<file path="src/rtl/gpio_irq_pkg.sv">
// gpio_irq_pkg
// Shared definitions for the GPIO input-event block: default sizing,
// register byte offsets (also consumed by the software header generator)
// and the word-index decode used by the APB register file.
package gpio_irq_pkg;

    localparam int GPIO_IRQ_N_GPIO = 13;
    localparam int GPIO_IRQ_DB_W   = 8;

    localparam logic [15:0] GPIO_IRQ_IN       = 16'h0000;
    localparam logic [15:0] GPIO_IRQ_RISE_EN  = 16'h0004;
    localparam logic [15:0] GPIO_IRQ_FALL_EN  = 16'h0008;
    localparam logic [15:0] GPIO_IRQ_STATUS   = 16'h000c;
    localparam logic [15:0] GPIO_IRQ_IRQ_EN   = 16'h0010;
    localparam logic [15:0] GPIO_IRQ_DEBOUNCE = 16'h0014;

    // Word index taken from paddr[4:2]; the two top slots are reserved.
    typedef enum logic [2:0] {
        REG_IN       = 3'd0,
        REG_RISE_EN  = 3'd1,
        REG_FALL_EN  = 3'd2,
        REG_STATUS   = 3'd3,
        REG_IRQ_EN   = 3'd4,
        REG_DEBOUNCE = 3'd5,
        REG_RSVD6    = 3'd6,
        REG_RSVD7    = 3'd7
    } reg_idx_e;

    function automatic reg_idx_e reg_idx(input logic [15:0] addr);
        return reg_idx_e'(addr[4:2]);
    endfunction

endpackage

</file>
<file path="src/rtl/gpio_debounce.sv">
// gpio_debounce
// Per-pin debounce filter. The filtered value follows the synchronised input
// only after the input has disagreed with it for T+1 consecutive cycles.
// Ports:
//   clk, rst_n : clock, asynchronous active-low reset
//   s          : synchronised pin value
//   T          : debounce threshold (shared by all pins)
//   filt       : filtered pin value (registered)
//   upd        : high in the cycle whose closing edge updates filt
module gpio_debounce #(
    parameter int DB_W = 8
) (
    input  logic            clk,
    input  logic            rst_n,
    input  logic            s,
    input  logic [DB_W-1:0] T,
    output logic            filt,
    output logic            upd
);

    logic [DB_W-1:0] cnt;

    // Combinational so the top can latch the event on the same edge that
    // filt changes. The >= compare lets a lowered threshold take effect at
    // once even if cnt has already run past it.
    assign upd = (s != filt) && (cnt >= T);

    always_ff @(posedge clk or negedge rst_n) begin
        if (!rst_n) begin
            cnt  <= '0;
            filt <= 1'b0;
        end else if (s == filt) begin
            cnt <= '0;
        end else if (upd) begin
            filt <= s;
            cnt  <= '0;
        end else if (cnt != '1) begin
            // Saturate rather than wrap so a long disagreement cannot
            // restart the count.
            cnt <= cnt + 1'b1;
        end
    end

endmodule

</file>
<file path="src/rtl/gpio_irq.sv">
// gpio_irq
// Input-event companion to the GPIO block: synchronises and debounces the
// pad inputs, latches enabled rising/falling edges into a W1C status
// register and raises one level interrupt for any enabled status bit.
// Ports:
//   clk, rst_n       : clock, asynchronous active-low reset
//   apbs_*           : APB completer (paddr[4:2] decoded, zero wait states)
//   padin_gpio       : raw pad inputs, asynchronous to clk
//   irq              : |(STATUS & IRQ_EN), built from flop outputs only
module gpio_irq
    import gpio_irq_pkg::*;
#(
    parameter int N_GPIO = GPIO_IRQ_N_GPIO,
    parameter int DB_W   = GPIO_IRQ_DB_W
) (
    input  logic              clk,
    input  logic              rst_n,
    input  logic              apbs_psel,
    input  logic              apbs_penable,
    input  logic              apbs_pwrite,
    input  logic [15:0]       apbs_paddr,
    input  logic [31:0]       apbs_pwdata,
    output logic [31:0]       apbs_prdata,
    output logic              apbs_pready,
    output logic              apbs_pslverr,
    input  logic [N_GPIO-1:0] padin_gpio,
    output logic              irq
);

    logic [N_GPIO-1:0] sync_p0;
    logic [N_GPIO-1:0] s;
    logic [N_GPIO-1:0] filt;
    logic [N_GPIO-1:0] upd;
    logic [N_GPIO-1:0] rise_en;
    logic [N_GPIO-1:0] fall_en;
    logic [N_GPIO-1:0] status;
    logic [N_GPIO-1:0] irq_en;
    logic [DB_W-1:0]   thresh;
    logic [N_GPIO-1:0] evt;
    logic [N_GPIO-1:0] w1c;
    logic              wr_en;
    reg_idx_e          idx;

    // Only the low bits of each write are stored; the rest is discarded.
    logic unused_pwdata;
    assign unused_pwdata = ^apbs_pwdata;

    assign apbs_pready  = 1'b1;
    assign apbs_pslverr = 1'b0;

    assign wr_en = apbs_psel & apbs_penable & apbs_pwrite;
    assign idx   = reg_idx(apbs_paddr);

    // Two-flop synchroniser per pad (sync_1bit array)
    always_ff @(posedge clk or negedge rst_n) begin
        if (!rst_n) begin
            sync_p0 <= '0;
            s       <= '0;
        end else begin
            sync_p0 <= padin_gpio;
            s       <= sync_p0;
        end
    end

    // Debounce filter per pin
    for (genvar i = 0; i < N_GPIO; i++) begin : g_db
        gpio_debounce #(
            .DB_W(DB_W)
        ) u_db (
            .clk  (clk),
            .rst_n(rst_n),
            .s    (s[i]),
            .T    (thresh),
            .filt (filt[i]),
            .upd  (upd[i])
        );
    end

    // Events are qualified by the enables only at the moment filt updates,
    // so changing an enable later never produces a stale event.
    assign evt = upd & ((s & rise_en) | (~s & fall_en));
    assign w1c = (wr_en && idx == REG_STATUS) ? apbs_pwdata[N_GPIO-1:0] : '0;

    // Register file and status latch
    always_ff @(posedge clk or negedge rst_n) begin
        if (!rst_n) begin
            rise_en <= '0;
            fall_en <= '0;
            status  <= '0;
            irq_en  <= '0;
            thresh  <= '0;
        end else begin
            // Clear first, then OR in new events: a same-cycle set wins.
            status <= (status & ~w1c) | evt;
            if (wr_en) begin
                case (idx)
                    REG_RISE_EN:  rise_en <= apbs_pwdata[N_GPIO-1:0];
                    REG_FALL_EN:  fall_en <= apbs_pwdata[N_GPIO-1:0];
                    REG_IRQ_EN:   irq_en  <= apbs_pwdata[N_GPIO-1:0];
                    REG_DEBOUNCE: thresh  <= apbs_pwdata[DB_W-1:0];
                    default:      ;
                endcase
            end
        end
    end

    // Read mux
    always_comb begin
        apbs_prdata = '0;
        case (idx)
            REG_IN:       apbs_prdata[N_GPIO-1:0] = filt;
            REG_RISE_EN:  apbs_prdata[N_GPIO-1:0] = rise_en;
            REG_FALL_EN:  apbs_prdata[N_GPIO-1:0] = fall_en;
            REG_STATUS:   apbs_prdata[N_GPIO-1:0] = status;
            REG_IRQ_EN:   apbs_prdata[N_GPIO-1:0] = irq_en;
            REG_DEBOUNCE: apbs_prdata[DB_W-1:0]   = thresh;
            default:      apbs_prdata = '0;
        endcase
    end

    assign irq = |(status & irq_en);

endmodule

</file>
<file path="config.mk">
export PLATFORM = sky130hd
export DESIGN_NAME = gpio_irq
export DESIGN_NICKNAME = d
export VERILOG_FILES = /design/src/rtl/gpio_irq_pkg.sv /design/src/rtl/gpio_debounce.sv /design/src/rtl/gpio_irq.sv
export SDC_FILE = /design/constraint.sdc
export NUM_CORES = 1
export LEC_CHECK = 0
export BUFFER_PORTS_ARGS = -buffer_cell sky130_fd_sc_hd__clkbuf_2
export CORE_MARGIN = 2
export CORE_UTILIZATION = 30
export DETAILED_ROUTE_END_ITERATION = 8
export HOLD_SLACK_MARGIN = 0.02
export SYNTH_ARGS = -nofsm -noshare
export SYNTH_HDL_FRONTEND = slang
export SYNTH_SLANG_ARGS = --single-unit
</file>
<file path="constraint.sdc">
create_clock -name clk -period 5.2 [get_ports clk]
set_clock_uncertainty 0.1 [all_clocks]
set_input_delay 0.52 -clock clk [delete_from_list [all_inputs] [get_ports clk]]
set_output_delay 0.52 -clock clk [all_outputs]
set_load 0.005 [all_outputs]
</file>
==> results.py <==
metrics = {
    "run_status": {
        "status": "finished clean",
    },
    "layout": {
        "drive_gt1_frac": 0.127,
        "syn2layout_area_growth_pct": 14.6,
        "nets": 1427,
        "nFillCells": 3943,
        "layout_commonest_cell": "dfrtp_1",
        "layout_common_cells": "dfrtp_1 (203), ha_1 (117), nor2_1 (113)",
    },
    "setup_path": {
        "r2r_slack_ns": 2.34,
        "arrival_ns": 2.64,
        "reg2reg_depth": 5,
        "startpoint": "apbs_paddr[3]",
        "timing.rr.start": "thresh[0]",
        "worstSetupPathType": "primary input to output pin",
        "critPathRequiredTime_ns": 4.58,
        "worstPathMaxFanout": 31,
        "cp-end-kind": "output pin",
        "worst_setup_path_start_kind": "primary input",
        "r2r_end": "g_db[0].u_db.filt",
    },
    "floorplan": {
        "num_rows": 73,
        "dieArea_um2": 41500,
        "core_um2": 39500,
        "die_y_um": 204,
        "ios": 101,
        "start_util": 0.303,
        "die_w_um": 204,
    },
    "timing": {
        "grt_setup_unrepaired": "false",
        "maxSlewHeadroom": 0.278,
        "fmax_mhz": 307,
        "drv_slew": 0,
        "tns_ns": 0,
        "period_needed_ns": 3.26,
        "setup_viol": 0,
        "finalHoldViolations": 0,
        "period_share": 0.626,
        "tightest_slew_ns": 1.08,
    },
    "clock_network": {
        "root_buffer": "clkbuf_16",
        "htree_levels": 1,
        "clock_path_buffers": 3,
        "clk_pin_slew_ns": 0.06,
        "cts_tree": "yes",
        "cts_buffers": 26,
        "clkLatencyLatePin_ns": 0.52,
        "clock-sinks": 203,
    },
    "global_route": {
        "grt_pass1_wl_um": 47200,
        "grt_max_degree": 110,
        "overflow": 0,
        "antenna_found_initial": 5,
        "grt_use_total": 0.141,
        "grt_pass1_vias": 8909,
    },
    "logic_synthesis": {
        "ys_seq_area_frac": 0.425,
        "synth_xor_xnor_area_share": 0.0264,
        "synthSimpleGateAreaFrac": 0.158,
        "synth_edf_count": 0,
        "synth_area_um2": 12000,
        "synth_top_family_by_area": "simple AND/OR/NAND/NOR gates",
        "yosysUniqueCellTypes": 56,
        "synthAdderAreaFrac": 0.122,
        "synth_mux_area_frac": 0.0970,
        "avgSynthCellArea_um2": 10.2,
        "async_flop_share": 1.00,
        "syn_inst": 1170,
        "synth_seq_cells": 203,
        "yosys_warnings": 0,
        "ys.flop_type": "dfrtp_1",
        "synth_compound_area_frac": 0.129,
    },
    "route": {
        "drt-pass1-iter-count": 5,
        "wl_um": 28600,
        "viasPerCell": 5.05,
        "detail_route.wl_per_cell_um": 16.0,
        "vias": 9037,
        "drt_iter0_markers": 505,
        "drc": 0,
        "drtAntennaViolNets": 0,
    },
    "job": {
        "maxCapViolations": 0,
    },
    "pwr": {
        "vdd_drop_max_mv": 0.242,
        "power_density_nw_per_um2": 313,
        "power_mw": 4.30,
        "p_leak_nw": 6.41,
    },
    "place": {
        "hpwl_um": 19400,
        "globalplace.congestion": 0.780,
        "portBuffers": 47,
    },
    "hold_path": {
        "hold_start": "apbs_pwdata[1]",
        "whs_path_depth": 3,
        "min_path_type": "primary input to flip-flop",
        "hold_path_end": "thresh[1]",
    },
}
==> worst max-delay path, stage by stage <==
cell and delay (ns):
clkbuf_2 0.51, nor2b_1 0.88, a211oi_1 0.18, a21oi_1 0.34
clkbuf_2 0.18
==> flip-flops by register name, summed over array words and instances (netlist names) <==
name	count
fall_en	13
irq_en	13
s	13
rise_en	13
sync_p0	13
g_db.u_db.filt	13
g_db.u_db.cnt	104
thresh	8
status	13
==> repair_timing <==
item / in CTS / in global routing
hold endpoints to repair: 96 / 0
resized for setup: 0 / 0
endpoints found under the setup margin: 0 / 0
buffers inserted: 0 / 0
hold buffers: 14 / 0
==> final cells by class <==
cell class | count | area [um2] | area share
repair buffers | 65 | 415 | 0.0303
clock inverters | 5 | 78.8 | 0.00575
multi-input cells | 879 | 6450 | 0.470
well taps | 525 | 657 | 0.0479
flip-flops and latches | 203 | 5080 | 0.370
clock buffers | 40 | 764 | 0.0557
inverters | 69 | 259 | 0.0189
diodes | 4 | 10.0 | 0.000730
==> cells in the mapped netlist, types with 5 or more instances <==
cell      count  area share
and4_1       15       0.011
o22ai_1      10      0.0052
buf_2         7      0.0029
a211oi_1     17       0.011
and3_1       26       0.014
mux2_2       56       0.053
o21ai_0      59       0.025
nor4b_1       7      0.0051
a31oi_1      38       0.020
clkbuf_1      5      0.0016
inv_1        69       0.022
ha_1        117        0.12
a211o_1      10      0.0073
dfrtp_1     203        0.42
buf_4        26       0.016
nand2_1      54       0.017
a21oi_1      70       0.029
mux2i_1      44       0.037
xnor2_1      25       0.018
nor3b_1      11      0.0069
nand2b_1     16      0.0084
nor2_1      113       0.035
xor2_1       11      0.0081
a2111o_1     12       0.011
nand3_1      26       0.011
nand4_1      32       0.017
nor3_1       34       0.014
a22oi_1       5      0.0031
==> cells by family (layout without fill, tap and decap cells) <==
group	count (synthesis)	after routing
xor gates and xnor gates	36	36
other	2	25
AOI/OAI and AO/OA	243	243
muxes	104	104
DFF	203	203
buffers and inverters	107	179
adders and majority gates	117	117
and+or+nand+nor	358	358
==> routing by layer <==
layer  vias to the layer above  routed length, um  track usage
met5                         -                 12            0
met4                         2                733       0.0451
met3                        44               1070       0.0213
met2                       138              13400        0.234
met1                      4425              13400        0.187
li1                       4428                  -            -
==> how the worst max path moves through the flow <==
stage / cells past startpoint / end / slack (ns)
2_1_floorplan: 5 / g_db[3].u_db.filt / 3.07
3_3_place_gp: 5 / apbs_prdata[5] / 2.00
3_5_place_dp: 5 / apbs_prdata[4] / 1.95
4_1_cts: 5 / apbs_prdata[4] / 1.94
5_1_grt: 5 / apbs_prdata[5] / 1.78
6_report: 5 / apbs_prdata[5] / 1.94
==> metrics by stage <==
stage	cell area (um2)	util	cells	hold slack, ns	worst slack (ns)
final	13700	0.347	1790	0.176	1.94
after global routing	13700	0.347	1788	0.172	1.78
after CTS	13700	0.346	1786	0.157	1.94
after detailed placement	12700	0.322	1727	0.235	1.95
after global placement	12700	0.322	1727	0.233	2.00
after floorplan	12000	-	1189	0.124	3.07
==> report_power, final <==
part           leakage (nW)  total (mW)  internal [mW]  switching (mW)
Sequential             2.63        1.84           1.71           0.129
Combinational          3.37       0.683          0.293           0.391
Clock                 0.413        1.78           1.10           0.678
Power figures use the tool's default switching activity.
